===== src/rtl/vn_pair_corrector.sv =====
// vn_pair_corrector
//   Requests one M_WIDTH-bit sample at a time from the upstream random-sample
//   stage, runs its bits LSB-first through a von Neumann pair corrector, and
//   packs the unbiased bits into OUT_WIDTH-bit words with a valid/ready output.
//   Discarded pairs (00/11) are counted in a saturating counter.
//
// Ports
//   clk          system clock, rising edge
//   rst_n        asynchronous active-low reset
//   enable       keep requesting samples while high
//   sample_in    upstream sample, captured on a sample_done rising edge in REQ
//   sample_done  upstream completion level
//   sample_req   start request to upstream
//   count_out    sample index sent with the request
//   out_data     packed word, bit 0 = first emitted bit
//   out_valid    out_data valid, held until out_ready
//   out_ready    downstream accept
//   disc_count   saturating count of discarded pairs
module vn_pair_corrector #(
  parameter int M_WIDTH    = 3,
  parameter int OUT_WIDTH  = 8,
  parameter int DISC_WIDTH = 16
) (
  input  logic                  clk,
  input  logic                  rst_n,
  input  logic                  enable,
  input  logic [M_WIDTH-1:0]    sample_in,
  input  logic                  sample_done,
  output logic                  sample_req,
  output logic [M_WIDTH-1:0]    count_out,
  output logic [OUT_WIDTH-1:0]  out_data,
  output logic                  out_valid,
  input  logic                  out_ready,
  output logic [DISC_WIDTH-1:0] disc_count
);

  // The bit index must also be able to hold M_WIDTH: that value marks a
  // sample whose last bit was consumed while a word was waiting in OUT.
  localparam int IDX_W  = $clog2(M_WIDTH + 1);
  localparam int FILL_W = $clog2(OUT_WIDTH);
  localparam logic [IDX_W-1:0]  LAST_IDX  = IDX_W'(M_WIDTH - 1);
  localparam logic [IDX_W-1:0]  END_IDX   = IDX_W'(M_WIDTH);
  localparam logic [FILL_W-1:0] LAST_FILL = FILL_W'(OUT_WIDTH - 1);
  localparam logic [OUT_WIDTH-1:0] ONE_HOT0 = {{(OUT_WIDTH-1){1'b0}}, 1'b1};

  typedef enum logic [1:0] {IDLE, REQ, PROC, OUT} state_t;

  state_t                state_reg, state_next;
  logic                  req_reg, req_next;
  logic [M_WIDTH-1:0]    count_reg, count_next;
  logic [M_WIDTH-1:0]    sample_reg, sample_next;
  logic [IDX_W-1:0]      idx_reg, idx_next;
  logic                  pend_valid_reg, pend_valid_next;
  logic                  pend_bit_reg, pend_bit_next;
  logic [OUT_WIDTH-1:0]  acc_reg, acc_next;
  logic [FILL_W-1:0]     fill_reg, fill_next;
  logic [OUT_WIDTH-1:0]  data_reg, data_next;
  logic                  valid_reg, valid_next;
  logic [DISC_WIDTH-1:0] disc_reg, disc_next;
  logic                  done_prev_reg, done_prev_next;

  logic [M_WIDTH-1:0]    sample_shifted;
  logic                  cur_bit;
  logic [OUT_WIDTH-1:0]  acc_with_bit;
  logic                  word_done;

  // Current bit of the held sample, selected by shifting so the index width
  // never has to match the sample width exactly.
  assign sample_shifted = sample_reg >> idx_reg;
  assign cur_bit        = sample_shifted[0];

  // Accumulator with the pending bit written at the fill position. For an
  // unequal pair the emitted value is always the first (pending) bit.
  assign acc_with_bit = (acc_reg & ~(ONE_HOT0 << fill_reg))
                      | (OUT_WIDTH'(pend_bit_reg) << fill_reg);

  always_comb begin
    state_next      = state_reg;
    req_next        = req_reg;
    count_next      = count_reg;
    sample_next     = sample_reg;
    idx_next        = idx_reg;
    pend_valid_next = pend_valid_reg;
    pend_bit_next   = pend_bit_reg;
    acc_next        = acc_reg;
    fill_next       = fill_reg;
    data_next       = data_reg;
    valid_next      = valid_reg;
    disc_next       = disc_reg;
    done_prev_next  = sample_done;
    word_done       = 1'b0;

    unique case (state_reg)
      IDLE: begin
        if (enable) begin
          state_next = REQ;
          req_next   = 1'b1;
        end
      end

      REQ: begin
        if (sample_done && !done_prev_reg) begin
          sample_next = sample_in;
          req_next    = 1'b0;
          count_next  = count_reg + M_WIDTH'(1);
          idx_next    = '0;
          state_next  = PROC;
        end
      end

      PROC: begin
        idx_next = idx_reg + IDX_W'(1);
        if (!pend_valid_reg) begin
          pend_valid_next = 1'b1;
          pend_bit_next   = cur_bit;
        end else begin
          pend_valid_next = 1'b0;
          if (pend_bit_reg != cur_bit) begin
            acc_next = acc_with_bit;
            if (fill_reg == LAST_FILL) begin
              fill_next  = '0;
              data_next  = acc_with_bit;
              valid_next = 1'b1;
              word_done  = 1'b1;
            end else begin
              fill_next = fill_reg + FILL_W'(1);
            end
          end else if (disc_reg != '1) begin
            disc_next = disc_reg + DISC_WIDTH'(1);
          end
        end

        // A completed word takes priority over the end-of-sample decision;
        // OUT revisits that decision once the word is accepted.
        if (word_done) begin
          state_next = OUT;
        end else if (idx_reg == LAST_IDX) begin
          state_next = enable ? REQ : IDLE;
          req_next   = enable;
        end
      end

      OUT: begin
        if (out_ready) begin
          valid_next = 1'b0;
          if (idx_reg == END_IDX) begin
            state_next = enable ? REQ : IDLE;
            req_next   = enable;
          end else begin
            state_next = PROC;
          end
        end
      end

      default: begin
        state_next = IDLE;
        req_next   = 1'b0;
      end
    endcase
  end

  always_ff @(posedge clk or negedge rst_n) begin
    if (!rst_n) begin
      state_reg      <= IDLE;
      req_reg        <= 1'b0;
      count_reg      <= '0;
      sample_reg     <= '0;
      idx_reg        <= '0;
      pend_valid_reg <= 1'b0;
      pend_bit_reg   <= 1'b0;
      acc_reg        <= '0;
      fill_reg       <= '0;
      data_reg       <= '0;
      valid_reg      <= 1'b0;
      disc_reg       <= '0;
      done_prev_reg  <= 1'b0;
    end else begin
      state_reg      <= state_next;
      req_reg        <= req_next;
      count_reg      <= count_next;
      sample_reg     <= sample_next;
      idx_reg        <= idx_next;
      pend_valid_reg <= pend_valid_next;
      pend_bit_reg   <= pend_bit_next;
      acc_reg        <= acc_next;
      fill_reg       <= fill_next;
      data_reg       <= data_next;
      valid_reg      <= valid_next;
      disc_reg       <= disc_next;
      done_prev_reg  <= done_prev_next;
    end
  end

  assign sample_req = req_reg;
  assign count_out  = count_reg;
  assign out_data   = data_reg;
  assign out_valid  = valid_reg;
  assign disc_count = disc_reg;

endmodule


===== config.mk =====
export PLATFORM = sky130hd
export DESIGN_NAME = vn_pair_corrector
export DESIGN_NICKNAME = d
export VERILOG_FILES = /design/src/rtl/vn_pair_corrector.sv
export SDC_FILE = /design/constraint.sdc
export NUM_CORES = 1
export LEC_CHECK = 0
export BUFFER_PORTS_ARGS = -buffer_cell sky130_fd_sc_hd__buf_2
export CORE_UTILIZATION = 60
export DETAILED_ROUTE_END_ITERATION = 10
export GPL_ROUTABILITY_DRIVEN = 0
export PLACE_DENSITY = 0.83
export SLEW_MARGIN = 30
export SYNTH_ARGS = -nofsm -noshare
export SYNTH_HDL_FRONTEND = slang
export SYNTH_SLANG_ARGS = --single-unit

===== constraint.sdc =====
create_clock -name clk -period 3.8 [get_ports clk]
set_input_delay 0.19 -clock clk [delete_from_list [all_inputs] [get_ports clk]]
set_output_delay 0.19 -clock clk [all_outputs]
set_load 0.02 [all_outputs]

==> results.md <==
* Largest net degree at the start of global routing at 50
* Clock power share at roughly 16%
* Row cnt at 23
* GRT met3 Usage at 4.90%
* Min-delay src: sample_done
* Initial antenna violation count at 0
* Yosys top cell by area: dfrtp_1
* Top post-synthesis cells by area: dfrtp_1 (48%), ha_1 (4.9%), mux2_2 (4.4%)
* CTS buffer count at 5
* Area delta synth->final at 11.3%
* Reg area at between 1000 and 1500 um^2
* CTS tree: done
* Sw Share at 39.7%
* H-tree depth at 2
* Via-to-Cell Ratio at 5.87
* Worst Path Required at 4.00 ns
* Critical R2R Launch: idx_reg[1]
* Sw power at 713 uW
* Starting DRT DRC Count at around 180
* Multi-input logic area at between 1000 and 1500 um^2
* Utilization after layout at 70.7%
* Largest register FFs at 16
* Fmax at just over 0.5 GHz
* Drt drc at 0
* Most frequent cell after synthesis: dfrtp_1
* Max VDD drop at 473 uV
* M1 GR Usage at 29.9%
* Die Width at 67.5 um
* Post-synth top area share at between 40% and 50%
* Hold buffer count at CTS at 1
* GRT Max-Usage Layer: met2
* Crit Path Category: register to register
* CP endpoint kind: register
* Final TNS setup at 0 ns
* Placement Setup Slack at 1.88 ns
* Share of layout cells above drive strength 1 at a little under a quarter
* Placed cell count at ~310
* Global route overflow at 0
* Die area at ~4600 um^2
* Post-synthesis cell area at 2580 um^2
* R2R setup slack at about 1.9 ns
* Internal power at 1.08 mW
* Met2 usage at 37.5%
* Top-Level Pins at 37
* Leak pwr at 1.46 nW
* Outcome: finished, final reports clean
* Sequential share of the synthesized area at 47.6%
* Longest Clk Path Bufs at 2
* Total Routing Usage GR at 23.5%
* Yosys reg bits at about 50
* DR vias at ~1900
* RSZ-0062 raised after global routing: no
* Sequential share of power at roughly 45%
* Ant diodes at 0
* Sink of the worst hold path: done_prev_reg
* Power Density at between 600 and 700 nW/um^2
* Post-synth EDFFs at 0
* Clk root buf: clkbuf_8
* PnR worst setup slack at 1.87 ns
* Combinational share of power at 38.4%
* Fin. Hold Viols at 0
* Max cap viols at 0
* CTS Sinks at 49
* Vias in the first global route at between 1500 and 2000
* # port buffers at 36
* Relative slew slack at 59.2%
* Synth Net Count at 251
* CP arrival at 2.12 ns
* Worst r2r path cells at 4
* Setup violations, final at 0
* Crit path time final at 1.93 ns
* # fillers at 326
* Hpwl dp at 3350 um
* Clock skew at 0.00676 ns
* Max-slew violations at 0
* CTS resizes at 0
* Ys Warns at 0
* Initial Util at 63.5%
* Post-synth top cells: dfrtp_1 (49), nand2_1 (23), o21ai_0 (16)
* Final Instance Area at ~2900 um^2
* Initial DRT Pass Iterations at 4
* Placeable Area at 4060 um^2
* Final wirelength at 4700 um
* Clock Latency Late Sink at 0.31 ns
* Syn_area_per_cell at 11.1 um^2
* Synth cell types at 51
* Cells after synthesis at 233
* Ys flop type: dfrtp_1
* Die Y at 67.5 um
* Fraction of registers with async set/reset at between 90% and 100%
* ANT nets after route at 0
* Final Cycle Share at 50.7%
* Actual slew at the worst max-slew pin at ~0.6 ns
* Hold path depth at 1
* Nets at ~290
* CP Max Fanout at 11
* Finished Layout Cells at 320
* Post-CTS Setup Inserts at 0
* CP Launch Type: register
* First-pass GRT wire length at between 7000 and 8000 um
* DR WL/cell at 14.7 um
* Min-Delay Path Class: input port to register
* Clock-pin slew of the registers on the worst-case setup and hold paths at 0.08 ns
* Placed cell areas at about 2800 um^2
* RR Endpoint: out_data[1]
==> worst max-delay path by stage <==
stage / endpoint / depth (start not counted) / from
after floorplan: disc_count[1] / 5 / disc_count[11]
after global placement: out_data[0] / 4 / idx_reg[1]
after detailed placement: out_data[1] / 4 / idx_reg[1]
after CTS: out_data[1] / 4 / idx_reg[1]
after global routing: out_data[4] / 3 / state_reg[1]
final: out_data[1] / 4 / idx_reg[1]
==> per-layer routing <==
layer / vias up / part of all wire (%)
met5: - / 0
met4: 0 / 2.0
met3: 7 / 4.3
met2: 48 / 50
met1: 916 / 44
li1: 908 / -
==> logic make-up after synthesis <==
kind of cell / count (synthesis) / share of synthesized area, %
AO/OA/AOI/OAI: 41 / 11.2
multiplexers: 21 / 9.27
AND/OR/NAND/NOR: 73 / 17.2
flip-flops: 49 / 47.6
adder cells (fa/ha/maj): 10 / 4.85
XOR/XNOR: 18 / 6.12
buffers and inverters: 21 / 3.74
==> metrics by stage <==
step                power [mW]  hold WS, ns
finish                    1.80       0.0184
global route              1.93       0.0212
CTS                       1.81       0.0203
detailed placement        1.51        0.242
global placement          1.47        0.322
floorplan                 1.34       -0.106
==> cell usage in the layout, fill, tap and decap left out, types with 4 or more instances in the layout <==
master | synthesis | layout
buf_2 | 2 | 35
mux2_2 | 10 | 10
mux2_1 | 9 | 9
nand3_1 | 4 | 4
xor2_1 | 12 | 12
nand2_1 | 23 | 23
clkbuf_8 | 0 | 5
dfrtp_1 | 49 | 49
xnor2_1 | 6 | 6
nor2_1 | 10 | 10
o21ai_0 | 16 | 16
ha_1 | 10 | 10
nand4_1 | 5 | 5
nor3_1 | 5 | 5
inv_1 | 12 | 12
==> power by group through the flow <==
stage	logic, mW	clock network (mW)	registers [mW]
after global routing	0.767	0.320	0.841
after CTS	0.695	0.300	0.810
final	0.689	0.294	0.813
after global placement	0.658	0	0.814
after floorplan	0.540	0	0.796
after detailed placement	0.687	0	0.821
==> cell type report <==
cell class / instances / area share [%]
Sequential cell: 49 / 42.7
Tap cell: 50 / 2.18
Clock buffer: 8 / 2.79
Timing Repair Buffer: 38 / 6.98
Multi-Input combinational cell: 163 / 43.7
Inverter: 12 / 1.57
==> critical path, cell delays in order (launching register included) <==
cell	delay [ns]
dfrtp_1	0.48
mux2_4	0.35
or3_4	0.35
nand4_2	0.26
mux2_2	0.37
Note: power is estimated with default switching activity, not from simulation.
